$ cat config.mk
export PLATFORM = sky130hd
export DESIGN_NAME = instruction_fetch
export DESIGN_NICKNAME = d
export VERILOG_FILES = /design/src/rtl/instruction_fetch_pkg.sv /design/src/rtl/instruction_fetch.sv
export SDC_FILE = /design/constraint.sdc
export NUM_CORES = 1
export LEC_CHECK = 0
export ABC_AREA = 1
export BUFFER_PORTS_ARGS = -buffer_cell sky130_fd_sc_hd__clkbuf_2
export CAP_MARGIN = 10
export CORE_MARGIN = 2
export CORE_UTILIZATION = 46
export DETAILED_ROUTE_END_ITERATION = 16
export PLACE_DENSITY = 0.77
export SLEW_MARGIN = 20
export SYNTH_ARGS = -nofsm -noshare
export SYNTH_HDL_FRONTEND = slang
export SYNTH_SLANG_ARGS = --single-unit
$ cat constraint.sdc
create_clock -name clk -period 1.38 [get_ports clk]
set_input_delay 0.207 -clock clk [delete_from_list [all_inputs] [get_ports clk]]
set_output_delay 0.207 -clock clk [all_outputs]
set_load 0.01 [all_outputs]
$ cat src/rtl/instruction_fetch_pkg.sv
// rtl/instruction_fetch_pkg.sv - shared constants and state encoding for the fetch stage
package instruction_fetch_pkg;

    localparam logic [31:0] NOP_WORD         = 32'h0000_0013;
    localparam logic [31:0] DEFAULT_RESET_PC = 32'h0000_0000;
    localparam logic [31:0] PC_INCR          = 32'd4;

    typedef enum logic [2:0] {
        ST_REQ   = 3'd0,
        ST_WAIT  = 3'd1,
        ST_VALID = 3'd2,
        ST_DROP  = 3'd3
    } if_state_e;

endpackage

$ cat src/rtl/instruction_fetch.sv
// rtl/instruction_fetch.sv - single-outstanding instruction fetch stage with redirect
module instruction_fetch
    import instruction_fetch_pkg::*;
#(
    parameter logic [31:0] RESET_PC  = DEFAULT_RESET_PC,
    parameter logic [31:0] NOP_INSTR = NOP_WORD
) (
    input  logic        clk,
    input  logic        rst_n,
    output logic        imem_req,
    output logic [31:0] imem_addr,
    input  logic        imem_ready,
    input  logic        imem_rvalid,
    input  logic [31:0] imem_rdata,
    input  logic        redirect_valid,
    input  logic [31:0] redirect_pc,
    input  logic        id_ready,
    output logic        if_valid,
    output logic [31:0] instruction,
    output logic [31:0] pc_out,
    output logic [31:0] pc_next_out
);

    if_state_e   state_q, state_d;
    logic [31:0] pc_q, pc_d;
    logic [31:0] instr_q, instr_d;
    logic [31:0] pc_out_q, pc_out_d;
    logic [31:0] pc_next_q, pc_next_d;
    logic        valid_q, valid_d;

    logic        accept;
    logic [31:0] pc_inc;
    logic [31:0] target;

    // Request is masked during reset so memory never sees a request from a held-reset stage.
    assign imem_req  = (state_q == ST_REQ) && rst_n;
    assign imem_addr = pc_q;
    assign accept    = imem_req && imem_ready;
    assign pc_inc    = pc_q + PC_INCR;
    assign target    = redirect_pc & ~32'h3;

    always_comb begin
        state_d   = state_q;
        pc_d      = pc_q;
        instr_d   = instr_q;
        pc_out_d  = pc_out_q;
        pc_next_d = pc_next_q;
        valid_d   = valid_q;

        if (redirect_valid) begin
            pc_d = target;
            case (state_q)
                ST_REQ:   state_d = accept ? ST_DROP : ST_REQ;
                ST_WAIT:  state_d = imem_rvalid ? ST_REQ : ST_DROP;
                ST_VALID: begin
                    valid_d = 1'b0;
                    instr_d = NOP_INSTR;
                    state_d = ST_REQ;
                end
                ST_DROP:  state_d = imem_rvalid ? ST_REQ : ST_DROP;
                default:  state_d = ST_REQ;
            endcase
        end else begin
            case (state_q)
                ST_REQ: begin
                    if (accept) state_d = ST_WAIT;
                end
                ST_WAIT: begin
                    if (imem_rvalid) begin
                        instr_d   = imem_rdata;
                        pc_out_d  = pc_q;
                        pc_next_d = pc_inc;
                        valid_d   = 1'b1;
                        pc_d      = pc_inc;
                        state_d   = ST_VALID;
                    end
                end
                ST_VALID: begin
                    if (id_ready) begin
                        valid_d = 1'b0;
                        instr_d = NOP_INSTR;
                        state_d = ST_REQ;
                    end
                end
                ST_DROP: begin
                    if (imem_rvalid) state_d = ST_REQ;
                end
                default: state_d = ST_REQ;
            endcase
        end
    end

    always_ff @(posedge clk or negedge rst_n) begin
        if (!rst_n) begin
            state_q   <= ST_REQ;
            pc_q      <= RESET_PC;
            instr_q   <= NOP_INSTR;
            pc_out_q  <= RESET_PC;
            pc_next_q <= RESET_PC + PC_INCR;
            valid_q   <= 1'b0;
        end else begin
            state_q   <= state_d;
            pc_q      <= pc_d;
            instr_q   <= instr_d;
            pc_out_q  <= pc_out_d;
            pc_next_q <= pc_next_d;
            valid_q   <= valid_d;
        end
    end

    assign if_valid    = valid_q;
    assign instruction = instr_q;
    assign pc_out      = pc_out_q;
    assign pc_next_out = pc_next_q;

endmodule

==> key figures <==
Setup path
  • Reg2reg end: imem_addr[6]
  • CP endpoint kind: flop
  • Critical path fanouts, max: 7
  • CP Class: reg -> reg
  • CP startpoint: state_q[1]
  • R2R cell count: 9
  • RR Startpoint: state_q[1]
  • CP Launch Type: flop
  • Worst setup endpoint: imem_addr[6]
  • R2R Setup Slk: -300 ps
  • Worst Path Arrival: between 1500 and 2000 ps
  • Worst EP required: about 1700 ps

STA
  • Endpoints failing setup: approximately 130
  • Worst setup margin: -298 ps
  • Fin crit share: 1.22
  • Skew final: 12.4 ps
  • Rel. slew slack: 0.539
  • Fin crit period: 1680 ps
  • RSZ-0062 raised after global routing: yes
  • Peak Freq: between 0.5 and 0.6 GHz
  • Max Slew Vio Count: 0
  • Worst hold slack: just under 10 ps
  • Final Hold Vio Count: 0
  • Least-Margin Pin Slew: 691 ps

Final layout
  • Area growth, synth to finish: 65.5%
  • Filler cell count: around 800
  • Fraction of final layout cells sized beyond drive strength 1: 0.530
  • Nets: approximately 1,100

Logic synthesis
  • Synth area leaders: dfrtp_1 52%, nand2_1 19%, nand3_1 6.9%
  • Synth top area share: 0.519
  • EDFF count, synth: 0
  • Yosys reg bits: around 130
  • Synth unique cells: 31
  • Cell Area, Synth: ~5800 µm²
  • Ys async rst share: 1.00
  • Mean Syn Cell Area: 7.98 µm²
  • Sequential fraction of the synthesis area: 0.537
  • Synth area leader: dfrtp_1
  • Most used flip-flop cell after synthesis: dfrtp_1
  • Synth warn: 0
  • Post-Syn Instances: around 730

Detailed routing
  • DRC viols: 0
  • Total number of vias: roughly 6,800
  • Avg WL per Cell: 20.0 µm
  • Vias per cell: ~5.6
  • Post-route ant nets: 0
  • Initial DRC count: a little over 700
  • Total Wirelength: around 24,000 µm
  • TritonRoute pass-1 iters: 6

Clock tree
  • Clock buffer depth: 2
  • Root Driver: clkbuf_16
  • TritonCTS clock tree: done
  • CTS sink cnt: ~130
  • Worst-skew pair later-pin latency: around 420 ps
  • Number of H-tree levels: 4
  • Total CTS buffers: 17
  • Worst-path clk slew: approximately 60 ps

Power and ir drop
  • Total power: about 20 mW
  • PwrDens: between 2000 and 2500 nW/µm²
  • P_leak: 5.03 nW
  • Peak VDD IR: 1390 µV

GRT
  • Total Routing Usage GR: 0.294
  • Initial antenna violation count: 1
  • Global route overflow: 0
  • Largest net degree at the start of global routing: 124
  • First-pass GRT wire length: 30,200 µm
  • Vias in the first global route: between 6,000 and 7,000

Floorplanning
  • Die H: 117 µm
  • Initial cell density of the core: 0.466
  • Die area: between 10,000 and 15,000 µm²
  • Core footprint: roughly 13,000 µm²
  • IO Pins: 200
  • Die span in x: 117 µm
  • Rows: 41

Placed design
  • Pre-CTS setup slack: -152 ps
  • GP Congestion: around 0.92
  • Detailed placement HPWL: 11,800 µm
  • IO Port Bufs: around 190

Min path
  • Min-delay worst type: in -> reg

Flow run
  • Max-cap violations: 0

Run status
  • Run status: finished with violations
  • Violated checks: setup timing
[how the worst min path moves through the flow]
stage,end,slack [ps],cells after the start,startpoint
after global routing,instruction[23],20,3,imem_rdata[23]
final,instruction[1],10,3,imem_rdata[1]
after global placement,state_q[0],30,1,rst_n
after floorplan,if_valid,-90,0,rst_n
after CTS,instruction[16],0.03,3,imem_rdata[16]
after detailed placement,state_q[0],30,1,rst_n
[sequential cells by signal (all words and copies together), names as in the netlist]
| register | flops |
|---|---|
| instruction | 32 |
| state_q | 2 |
| if_valid | 1 |
| pc_next_out | 30 |
| imem_addr | 30 |
| pc_out | 30 |
[layer usage]
metal	GRT usage	up-vias	part of all wire
met2	0.495	542	0.48
met5	0	-	0
met4	0.132	0	0.067
met1	0.353	3175	0.34
met3	0.0804	167	0.11
li1	-	2878	-
[synthesized netlist by cell type, types with 2 or more instances]
cell type,count
o21ai_1,4
o21ai_0,51
buf_2,5
nand2_1,296
nand3_1,80
buf_1,3
nand3_2,2
ha_1,5
dfrtp_1,121
a21oi_1,4
nor2_1,46
clkbuf_1,10
nor2_2,5
buf_4,13
nand2_2,2
xnor2_1,2
inv_1,56
inv_2,2
nand2_4,2
nor2_4,7
dfstp_2,4
o211ai_1,2
[cell usage in the layout (no fill, tap or decap), types with 14 or more instances in the layout]
cell type | netlist | layout
buf_12 | 0 | 14
nand2_2 | 2 | 76
clkbuf_2 | 0 | 188
buf_4 | 13 | 61
nor2_4 | 7 | 14
nand3_1 | 80 | 37
nand3_4 | 0 | 16
nand3_2 | 2 | 29
o21ai_2 | 0 | 22
nand2_4 | 2 | 24
inv_1 | 56 | 48
dfrtp_1 | 121 | 118
buf_6 | 1 | 16
nand2_1 | 296 | 199
clkbuf_16 | 0 | 19
nor2_1 | 46 | 34
o21ai_1 | 4 | 21
[worst max-delay path, cell delays in order, from the launching register on]
cell and delay, ps:
dfrtp_1 410, inv_2 120, ha_4 160, nand2_4 50, nor2_4 170, inv_4 90, buf_12 160, a21oi_2 160
o21ai_2 90, o211ai_1 140
[logic make-up (layout without fill, tap and decap cells)]
| kind of cell | after synthesis | in the layout | synth area share |
|---|---|---|---|
| AO/OA/AOI/OAI | 64 | 64 | 0.0569 |
| AND/OR/NAND/NOR | 443 | 443 | 0.321 |
| XOR/XNOR | 2 | 2 | 0.00300 |
| buffers and inverters | 91 | 385 | 0.0710 |
| flip-flops | 125 | 125 | 0.537 |
| other | 1 | 7 | 0.000643 |
| adder cells (fa/ha/maj) | 5 | 5 | 0.0107 |
[what timing repair did]
action | in CTS | in global routing
cloned | 6 | 3
hold endpoints to repair | 4 | 0
hold buffers | 4 | 0
endpoints found under the setup margin | 118 | 128
setup buffers | 19 | 18
pin swaps | 38 | 47
resized for setup | 148 | 188
[layout make-up]
class                           instances  area, µm²  share of cell area
Multi-Input combinational cell        520       3270               0.339
Sequential cell                       125       3140               0.325
Timing Repair Buffer                  295       2140               0.222
Clock buffer                           22        494              0.0512
Inverter                               58        230              0.0239
Tap cell                              172        215              0.0223
Clock inverter                         10        159              0.0165
Antenna cell                            1       2.50            0.000259
[stage by stage]
step	TNS (ps)	cells	util	instance area, µm²
2_1_floorplan	-1240	736	-	5890
3_3_place_gp	-6180	1129	0.593	7420
3_5_place_dp	-8920	1129	0.593	7420
4_1_cts	-9720	1188	0.708	8860
5_1_grt	-27410	1203	0.771	9650
6_report	-19690	1203	0.771	9650
[power breakdown]
group	internal [mW]	total, mW	switching [mW]
registers	5.22	6.53	1.31
logic	4.00	8.91	4.91
clock network	3.26	4.96	1.70
Note: power is estimated with default switching activity, not from simulation.
